<file path="config.mk">
export PLATFORM = sky130hd
export DESIGN_NAME = board_state_ctrl
export DESIGN_NICKNAME = d
export VERILOG_FILES = /design/src/rtl/board_state_ctrl.sv
export SDC_FILE = /design/constraint.sdc
export NUM_CORES = 1
export LEC_CHECK = 0
export ABC_AREA = 1
export BUFFER_PORTS_ARGS = -buffer_cell sky130_fd_sc_hd__buf_4
export CELL_PAD_IN_SITES_DETAIL_PLACEMENT = 1
export CELL_PAD_IN_SITES_GLOBAL_PLACEMENT = 1
export CORE_MARGIN = 2
export CORE_UTILIZATION = 34
export CTS_CLUSTER_DIAMETER = 200
export CTS_CLUSTER_SIZE = 10
export DETAILED_ROUTE_END_ITERATION = 16
export HOLD_SLACK_MARGIN = 0.02
export PLACE_DENSITY = 0.75
export SETUP_SLACK_MARGIN = 0.05
export SLEW_MARGIN = 20
export SYNTH_ARGS = -nofsm -noshare
export SYNTH_HDL_FRONTEND = slang
export SYNTH_SLANG_ARGS = --single-unit
</file>
<file path="constraint.sdc">
create_clock -name clk -period 2.1 [get_ports clk]
set_input_delay 0.21 -clock clk [delete_from_list [all_inputs] [get_ports clk]]
set_output_delay 0.21 -clock clk [all_outputs]
set_load 0.02 [all_outputs]
</file>
<file path="src/rtl/board_state_ctrl.sv">
// Minesweeper 8x8 game-state writer: cursor, flags, reveals, mine placement.
// Define WRAP_CURSOR_EN to make cursor moves wrap within a row/column.
module board_state_ctrl #(
    parameter int unsigned MINE_COUNT = 10,
    parameter logic [15:0] LFSR_SEED  = 16'hACE1
) (
    input  logic        clk,
    input  logic        reset,
    input  logic        btn_up,
    input  logic        btn_down,
    input  logic        btn_left,
    input  logic        btn_right,
    input  logic        btn_flag,
    input  logic        btn_step,
    input  logic        btn_new,
    output logic [63:0] mineMap,
    output logic [63:0] flagMap,
    output logic [63:0] stepMap,
    output logic [63:0] posMap,
    output logic        busy,
    output logic        game_over,
    output logic        game_won
);

    typedef enum logic [2:0] {
        IDLE,
        PLACE,
        PLAY,
        LOST,
        WON
    } state_t;

    localparam int B_UP    = 0;
    localparam int B_DOWN  = 1;
    localparam int B_LEFT  = 2;
    localparam int B_RIGHT = 3;
    localparam int B_FLAG  = 4;
    localparam int B_STEP  = 5;
    localparam int B_NEW   = 6;

    localparam logic [6:0]  MINES = 7'(MINE_COUNT);
    localparam logic [6:0]  SAFE  = 7'(64 - MINE_COUNT);
    localparam logic [15:0] POLY  = 16'hB400;

    state_t      state_q, state_d;
    logic [15:0] lfsr_q, lfsr_d;
    logic [63:0] mine_q, mine_d;
    logic [63:0] flag_q, flag_d;
    logic [63:0] step_q, step_d;
    logic [5:0]  cur_q, cur_d;
    logic [6:0]  mcnt_q, mcnt_d;
    logic [6:0]  scnt_q, scnt_d;
    logic [6:0]  prev_q;

    logic [6:0]  btn;
    logic [6:0]  rise;
    logic [5:0]  cand;
    logic [2:0]  row;
    logic [2:0]  col;
    logic [5:0]  cur_up;
    logic [5:0]  cur_dn;
    logic [5:0]  cur_lt;
    logic [5:0]  cur_rt;
    logic [63:0] cur_oh;

    assign btn    = {btn_new, btn_step, btn_flag,
                     btn_right, btn_left, btn_down, btn_up};
    assign rise   = btn & ~prev_q;
    assign cand   = lfsr_q[5:0];
    assign row    = cur_q[5:3];
    assign col    = cur_q[2:0];
    assign cur_oh = 64'd1 << cur_q;

`ifdef WRAP_CURSOR_EN
    assign cur_up = {row - 3'd1, col};
    assign cur_dn = {row + 3'd1, col};
    assign cur_lt = {row, col - 3'd1};
    assign cur_rt = {row, col + 3'd1};
`else
    assign cur_up = (row == 3'd0) ? cur_q : {row - 3'd1, col};
    assign cur_dn = (row == 3'd7) ? cur_q : {row + 3'd1, col};
    assign cur_lt = (col == 3'd0) ? cur_q : {row, col - 3'd1};
    assign cur_rt = (col == 3'd7) ? cur_q : {row, col + 3'd1};
`endif

    always_comb begin
        state_d = state_q;
        lfsr_d  = lfsr_q[0] ? ((lfsr_q >> 1) ^ POLY) : (lfsr_q >> 1);
        mine_d  = mine_q;
        flag_d  = flag_q;
        step_d  = step_q;
        cur_d   = cur_q;
        mcnt_d  = mcnt_q;
        scnt_d  = scnt_q;

        // New game wins over everything, in every state.
        if (rise[B_NEW]) begin
            state_d = PLACE;
            mine_d  = '0;
            flag_d  = '0;
            step_d  = '0;
            cur_d   = '0;
            mcnt_d  = '0;
            scnt_d  = '0;
        end else begin
            case (state_q)
                IDLE: ;
                PLACE: begin
                    if (!mine_q[cand]) begin
                        mine_d[cand] = 1'b1;
                        mcnt_d       = mcnt_q + 7'd1;
                        if (mcnt_d == MINES) begin
                            state_d = PLAY;
                        end
                    end
                end
                PLAY: begin
                    if (rise[B_STEP]) begin
                        if (flag_q[cur_q] || step_q[cur_q]) begin
                            step_d = step_q;
                        end else if (mine_q[cur_q]) begin
                            step_d  = step_q | mine_q | cur_oh;
                            state_d = LOST;
                        end else begin
                            step_d[cur_q] = 1'b1;
                            scnt_d        = scnt_q + 7'd1;
                            if (scnt_d == SAFE) begin
                                state_d = WON;
                            end
                        end
                    end else if (rise[B_FLAG]) begin
                        if (!step_q[cur_q]) begin
                            flag_d[cur_q] = ~flag_q[cur_q];
                        end
                    end else if (rise[B_UP]) begin
                        cur_d = cur_up;
                    end else if (rise[B_DOWN]) begin
                        cur_d = cur_dn;
                    end else if (rise[B_LEFT]) begin
                        cur_d = cur_lt;
                    end else if (rise[B_RIGHT]) begin
                        cur_d = cur_rt;
                    end
                end
                LOST, WON: ;
                default: state_d = IDLE;
            endcase
        end
    end

    always_ff @(posedge clk) begin
        if (!reset) begin
            state_q <= IDLE;
            lfsr_q  <= LFSR_SEED;
            mine_q  <= '0;
            flag_q  <= '0;
            step_q  <= '0;
            cur_q   <= '0;
            mcnt_q  <= '0;
            scnt_q  <= '0;
            prev_q  <= '0;
        end else begin
            state_q <= state_d;
            lfsr_q  <= lfsr_d;
            mine_q  <= mine_d;
            flag_q  <= flag_d;
            step_q  <= step_d;
            cur_q   <= cur_d;
            mcnt_q  <= mcnt_d;
            scnt_q  <= scnt_d;
            prev_q  <= btn;
        end
    end

    assign mineMap   = mine_q;
    assign flagMap   = flag_q;
    assign stepMap   = step_q;
    assign posMap    = cur_oh;
    assign busy      = (state_q == PLACE);
    assign game_over = (state_q == LOST);
    assign game_won  = (state_q == WON);

endmodule

</file>
* Word-level counts from Yosys, hierarchy flattened
Index checks and enable logic that the tools add are counted.
** Word-level totals
- Output and inout port bits :: 259
- Bits in registers :: 238
- Input bits :: 9
** Operators by class
- Equality and inequality tests :: 23
- Shift operators :: 1
- Add/subtract/negate cells :: 6
- Bitwise logic cells :: 18
- Muxes and demuxes :: 31
- $lt $le $gt $ge :: 4
- Reduce and logical (&&, ||, !) cells :: 18
** Operators with widths (count)
- 64-bit OR :: 4
- 64-bit bitwise mux :: 1
- 64-bit 2-to-1 mux :: 1
- 1-bit by 6-bit << shifter with 64-bit output, first input constant :: 1
- 3-bit 2-to-1 mux :: 10
- 1-bit binary-select mux with 6-bit select :: 4
- 6-bit 2-to-1 mux :: 4
- 6-bit AND reduction :: 3
- 16-bit 2-to-1 mux :: 1
- 7-bit by 1-bit adder with 7-bit output, second input constant :: 2
- 6-bit by 7-bit less-than comparator with 1-bit output, second input constant :: 2
- 2-bit != test, second input constant :: 7
- 1-bit demux with 6-bit select :: 2
- 6-bit by 1-bit >= comparator with 1-bit output, second input constant :: 2
- 3-bit != test, second input constant :: 4
- 1-bit inverter :: 11
- 3-bit == test, second input constant :: 3
- 3-bit zero test :: 3
- 3-bit one-hot mux with 3 select lines :: 1
- 4-bit AND reduction :: 2
- 8-bit AND reduction :: 1
- 7-bit AND :: 1
- 7-bit by 4-bit == test with 1-bit output, second input constant :: 1
- 7-bit by 6-bit == test with 1-bit output, second input constant :: 1
- other kinds (17) :: 29

* Depth between registers and ports, before layout
- Word-level depth :: 8
- Depth in mapped cells :: 20

* Worst setup path after synthesis
OpenSTA, ideal clock, no wires.
- Path kind :: register -> register
- From :: reg cur_q[1]
- To :: reg flag_q[14] (netlist: flagMap[14])
- Arrival time :: 2.056 ns
- Setup time :: 0.133 ns
- Data required time :: 1.967 ns
- Stages on the path, launching flop included :: 15
- Setup slack :: -0.088 ns
- Path buffers :: 1
- Clock period less this slack :: 2.188 ns
- Cells stage by stage :: dfxtp_1 -> nand2_1 -> nor2_2 -> clkinv_1 -> o21ai_1 -> nor2_1 -> nand2_1 -> nand2_1 -> nand2_1 -> nor2_1 -> nand4_2 -> buf_2 -> nor2_1 -> o21ai_0 -> a21oi_1
** On the way
- Longest elaborated chain between the ends :: 5
- Elaborated cells on any way between the ends :: 13
** Ends and longest elaborated chain
- start: declaration :: RTL line 50 : logic [5:0] cur_q, cur_d;
- start signal: assignment :: RTL line 168 : cur_q <= cur_d;
- 6-bit by 7-bit less-than comparator with 1-bit output (not written as such) or 6-bit by 1-bit >= comparator with 1-bit output (tied branches) :: RTL line 133 : flag_d[cur_q] = ~flag_q[cur_q];
- 1-bit logical AND (not written as such) :: RTL line 133
- 1-bit 2-to-1 mux (not written as such) :: RTL line 133
- 1-bit demux with 6-bit select :: RTL line 133
- 64-bit bitwise mux :: RTL line 133
- end signal: assignment :: RTL line 166 : flag_q <= flag_d;
- end: declaration :: RTL line 48 : logic [63:0] flag_q, flag_d;
Parallel ways exist; a longest one is shown, timed or not. The select of a mux whose other input is x is not followed.
A chain may end at the register's enable or synchronous reset.

* Worst setup path after layout
- From :: reg cur_q[1]
- To :: reg step_q[13] (netlist: stepMap[13])
** On the way
- Longest elaborated chain between the ends :: 6
- Elaborated cells on any way between the ends :: 18
** Ends and longest elaborated chain
- 6-bit by 7-bit less-than comparator with 1-bit output (not written as such) or 6-bit by 1-bit >= comparator with 1-bit output (tied branches) :: RTL line 125 : step_d[cur_q] = 1'b1;
- 1-bit logical AND (not written as such) :: RTL line 125
- 1-bit 2-to-1 mux (not written as such) :: RTL line 125
- 1-bit demux with 6-bit select :: RTL line 125
- 64-bit OR (no line)
- 64-bit 2-to-1 mux :: RTL line 121 : end else if (mine_q[cur_q]) begin
- end signal: assignment :: RTL line 167 : step_q <= step_d;
- end: declaration :: RTL line 49 : logic [63:0] step_q, step_d;
Parallel ways exist; a longest one is shown, timed or not. The select of a mux whose other input is x is not followed.

==> metrics.yaml <==
outcome:
  status: "finished, violations left"
  violations: "negative setup slack"
floorplanning:
  rows: 69
  initial_core_util: 0.342
  pin_count: 268
  die_w_microns: 192
  die_h_microns: 192
  fp.dieArea_sq_um: 37000
  core_area_sq_um: 35300
setup_path:
  regToRegSetupSlack_ns: -0.75
  cp_slowest_cell: "dfxtp_4"
  slowest_delay_ns: 0.42
  worstSetupPathType: "flip-flop to flip-flop"
  cp.required_ns: 2.59
  r2r_cells: 19
  cp-start-kind: "flip-flop"
  worstPathMaxFanout: 11
  endpoint_kind: "flip-flop"
  path_cells: "inv_4, nand2_4, buf_4, nor2_4, buf_4, nand2_1, nand2_1, nor2_1, nand2_1, nand2_1, nand2_2, nor2_4, nand2_4, nor2_4, nand2_4, clkinv_8, clkbuf_16, nand2_1, a21oi_1"
  rr_endpoint: "stepMap[13]"
  crit_start: "cur_q[1]"
  cp_common_cell: "nand2_1"
  r2r-start: "cur_q[1]"
  cp.arrival_ns: 3.34
layout:
  n_antenna_cell: 0
  drive_above_1_share: 0.358
  final_cell_mix: "434 x buf_4, 409 x nand2_1, 244 x inv_1"
  nFillCells: 4443
  syn_to_final_growth_pct: 62.0
  final_common_cell: "buf_4"
  ff_latch_area_sq_um: 4790
  nets: 2434
  multi_input_area_sq_um: 7290
synth:
  synthArstFlopShare: 0
  syn_avg_cell_area_sq_um: 6.29
  synth_cells: 1919
  synth_edf_count: 0
  synth_cell_types: 35
  synth-seq-cells: 238
  synth_ff_type: "dfxtp_1"
  synth_seq_area_share: 0.395
  ys.warnings.count: 0
  synth_area_sq_um: 12100
  synth.net_count: 1937
cts:
  numClockSinks: 238
  clk_path_buf_depth: 3
  cts_buffers: 27
  cts_tree: "built"
  cts.clk_slew.worst_paths_ns: 0.07
  clockRootBuffer: "clkbuf_16"
  clkLatencyLatePin_ns: 0.57
  htree_levels: 1
sta:
  holdWs_ns: 0.415
  finalClockSkew_ns: 0.0185
  rsz0062_at_grt: "true"
  max_slew_margin: 0.442
  min_period_over_period: 1.36
  max_freq_ghz: 0.351
  final-max-slew-violation-count: 0
  setup_viol: 221
  hold_violations: 0
  worst_pin_slew_ns: 0.828
  period_minus_slack_ns: 2.85
  worst_slack_ns: -0.747
global_route:
  grt_usage: 0.316
  antenna_found_initial: 0
  grt_max_degree: 82
  grt_pass1_wl_mm: 88.9
  gr-total-overflow: 0
  grt_pass1_vias: 14740
pwr:
  p_leak_nw: 8.40
  sw_frac_of_total: 0.277
  p_seq_frac: 0.457
  p_int_mw: 7.29
  clkPwrFrac: 0.427
  netSwitchingPower_mw: 2.79
  power_density_nw_per_um2: 515
  peakVddDrop_mv: 0.608
  fin_total_pwr_mw: 10.1
  p_comb_frac: 0.116
detailed_routing:
  ant_nets: 0
  postRouteWirelength_mm: 70.3
  dr.pass1.iters: 5
  drcViolationCount: 0
  avgViaCountPerCell: 5.60
  wl_per_cell_microns: 24.4
  drt_iter0_drc: 1336
  vias: 16112
place:
  port_buffers: 267
  place.gp.congestion: 0.934
  dp_hpwl_mm: 44.1
hold_path:
  hold_path_end: "lfsr_q[14]"
  hold_path_startpoint: "lfsr_q[15]"
  hold_depth: 2
  min_path_type: "flip-flop to flip-flop"
run:
  cap_violations: 0
[power groups by stage]
| stage | registers [mW] | logic, mW | clock network, mW |
|---|---|---|---|
| 3_5_place_dp | 4.71 | 0.842 | 0 |
| 2_1_floorplan | 4.70 | 0.496 | 0 |
| 4_1_cts | 4.61 | 0.918 | 4.25 |
| 3_3_place_gp | 4.70 | 0.816 | 0 |
| 6_report | 4.61 | 1.17 | 4.30 |
| 5_1_grt | 4.61 | 1.24 | 4.49 |
[worst max-delay path, delay by kind of cell (launching register included)]
family / cells / cell delay (ns)
compound gates: 1 / 0.19
buf+inv: 5 / 0.68
simple gates: 13 / 1.43
flops: 1 / 0.42
[per-stage QoR]
| step | std cells | utilization | setup TNS, ns | setup WS [ns] | instance area [sq um] |
|---|---|---|---|---|---|
| floorplan | 1919 | - | 0 | 0.0189 | 12200 |
| global placement | 2756 | 0.453 | -53.91 | -0.455 | 16000 |
| detailed placement | 2756 | 0.453 | -71.50 | -0.532 | 16000 |
| CTS | 2814 | 0.493 | -53.41 | -0.325 | 17400 |
| global route | 2878 | 0.554 | -116.75 | -0.760 | 19600 |
| finish | 2878 | 0.554 | -99.72 | -0.747 | 19600 |
[state kept, by name, indices dropped and copies added, names as in the netlist]
register / flops
cur_q: 6
flagMap: 64
lfsr_q: 16
mcnt_q: 7
mineMap: 64
prev_q: 7
scnt_q: 7
state_q: 3
stepMap: 64
[kinds of logic after synthesis]
kind of cell | synth area share
buffers and inverters | 0.115
XOR/XNOR | 0.00870
flip-flops | 0.395
AO/OA/AOI/OAI | 0.155
AND/OR/NAND/NOR | 0.317
adder cells (fa/ha/maj) | 0.00995
[timing repair]
item	in CTS	in global routing
setup endpoints to repair	274	279
hold endpoints to repair	14	0
pin swaps	13	92
buffers inserted	10	51
cloned	5	20
hold buffers	13	0
gates resized for setup	129	440
[routing by layer]
layer | track usage | routed length (microns) | vias to the layer above
met4 | 0.0749 | 3930 | 0
met2 | 0.525 | 32600 | 915
li1 | - | - | 7037
met1 | 0.431 | 27400 | 7905
met3 | 0.0449 | 6330 | 255
met5 | 0 | 0 | -
[area by class of cell]
| class | instances | share of cell area |
|---|---|---|
| flip-flops and latches | 238 | 0.245 |
| multi-input cells | 1332 | 0.373 |
| inverters | 265 | 0.0548 |
| clock inverters | 1 | 0.000448 |
| clock buffers | 29 | 0.0354 |
| repair buffers | 552 | 0.262 |
| well taps | 461 | 0.0295 |
[worst max path at each step]
stage,end,slack (ns)
finish,stepMap[13],-0.75
global route,stepMap[13],-0.76
CTS,scnt_q[6],-0.33
floorplan,scnt_q[6],0.02
detailed placement,stepMap[9],-0.53
global placement,state_q[1],-0.45
[synthesized netlist by cell type (all sizes together), types with 8 or more instances]
library cell,instances,area share
a21oi,148,0.061
buf,41,0.019
clkbuf,43,0.013
dfxtp,238,0.39
ha,8,0.0083
inv,264,0.082
nand2,458,0.14
nand3,55,0.023
nor2,341,0.11
nor3,87,0.036
o211ai,17,0.011
o21ai,185,0.077
No activity file was read; power rests on OpenSTA's default activity.
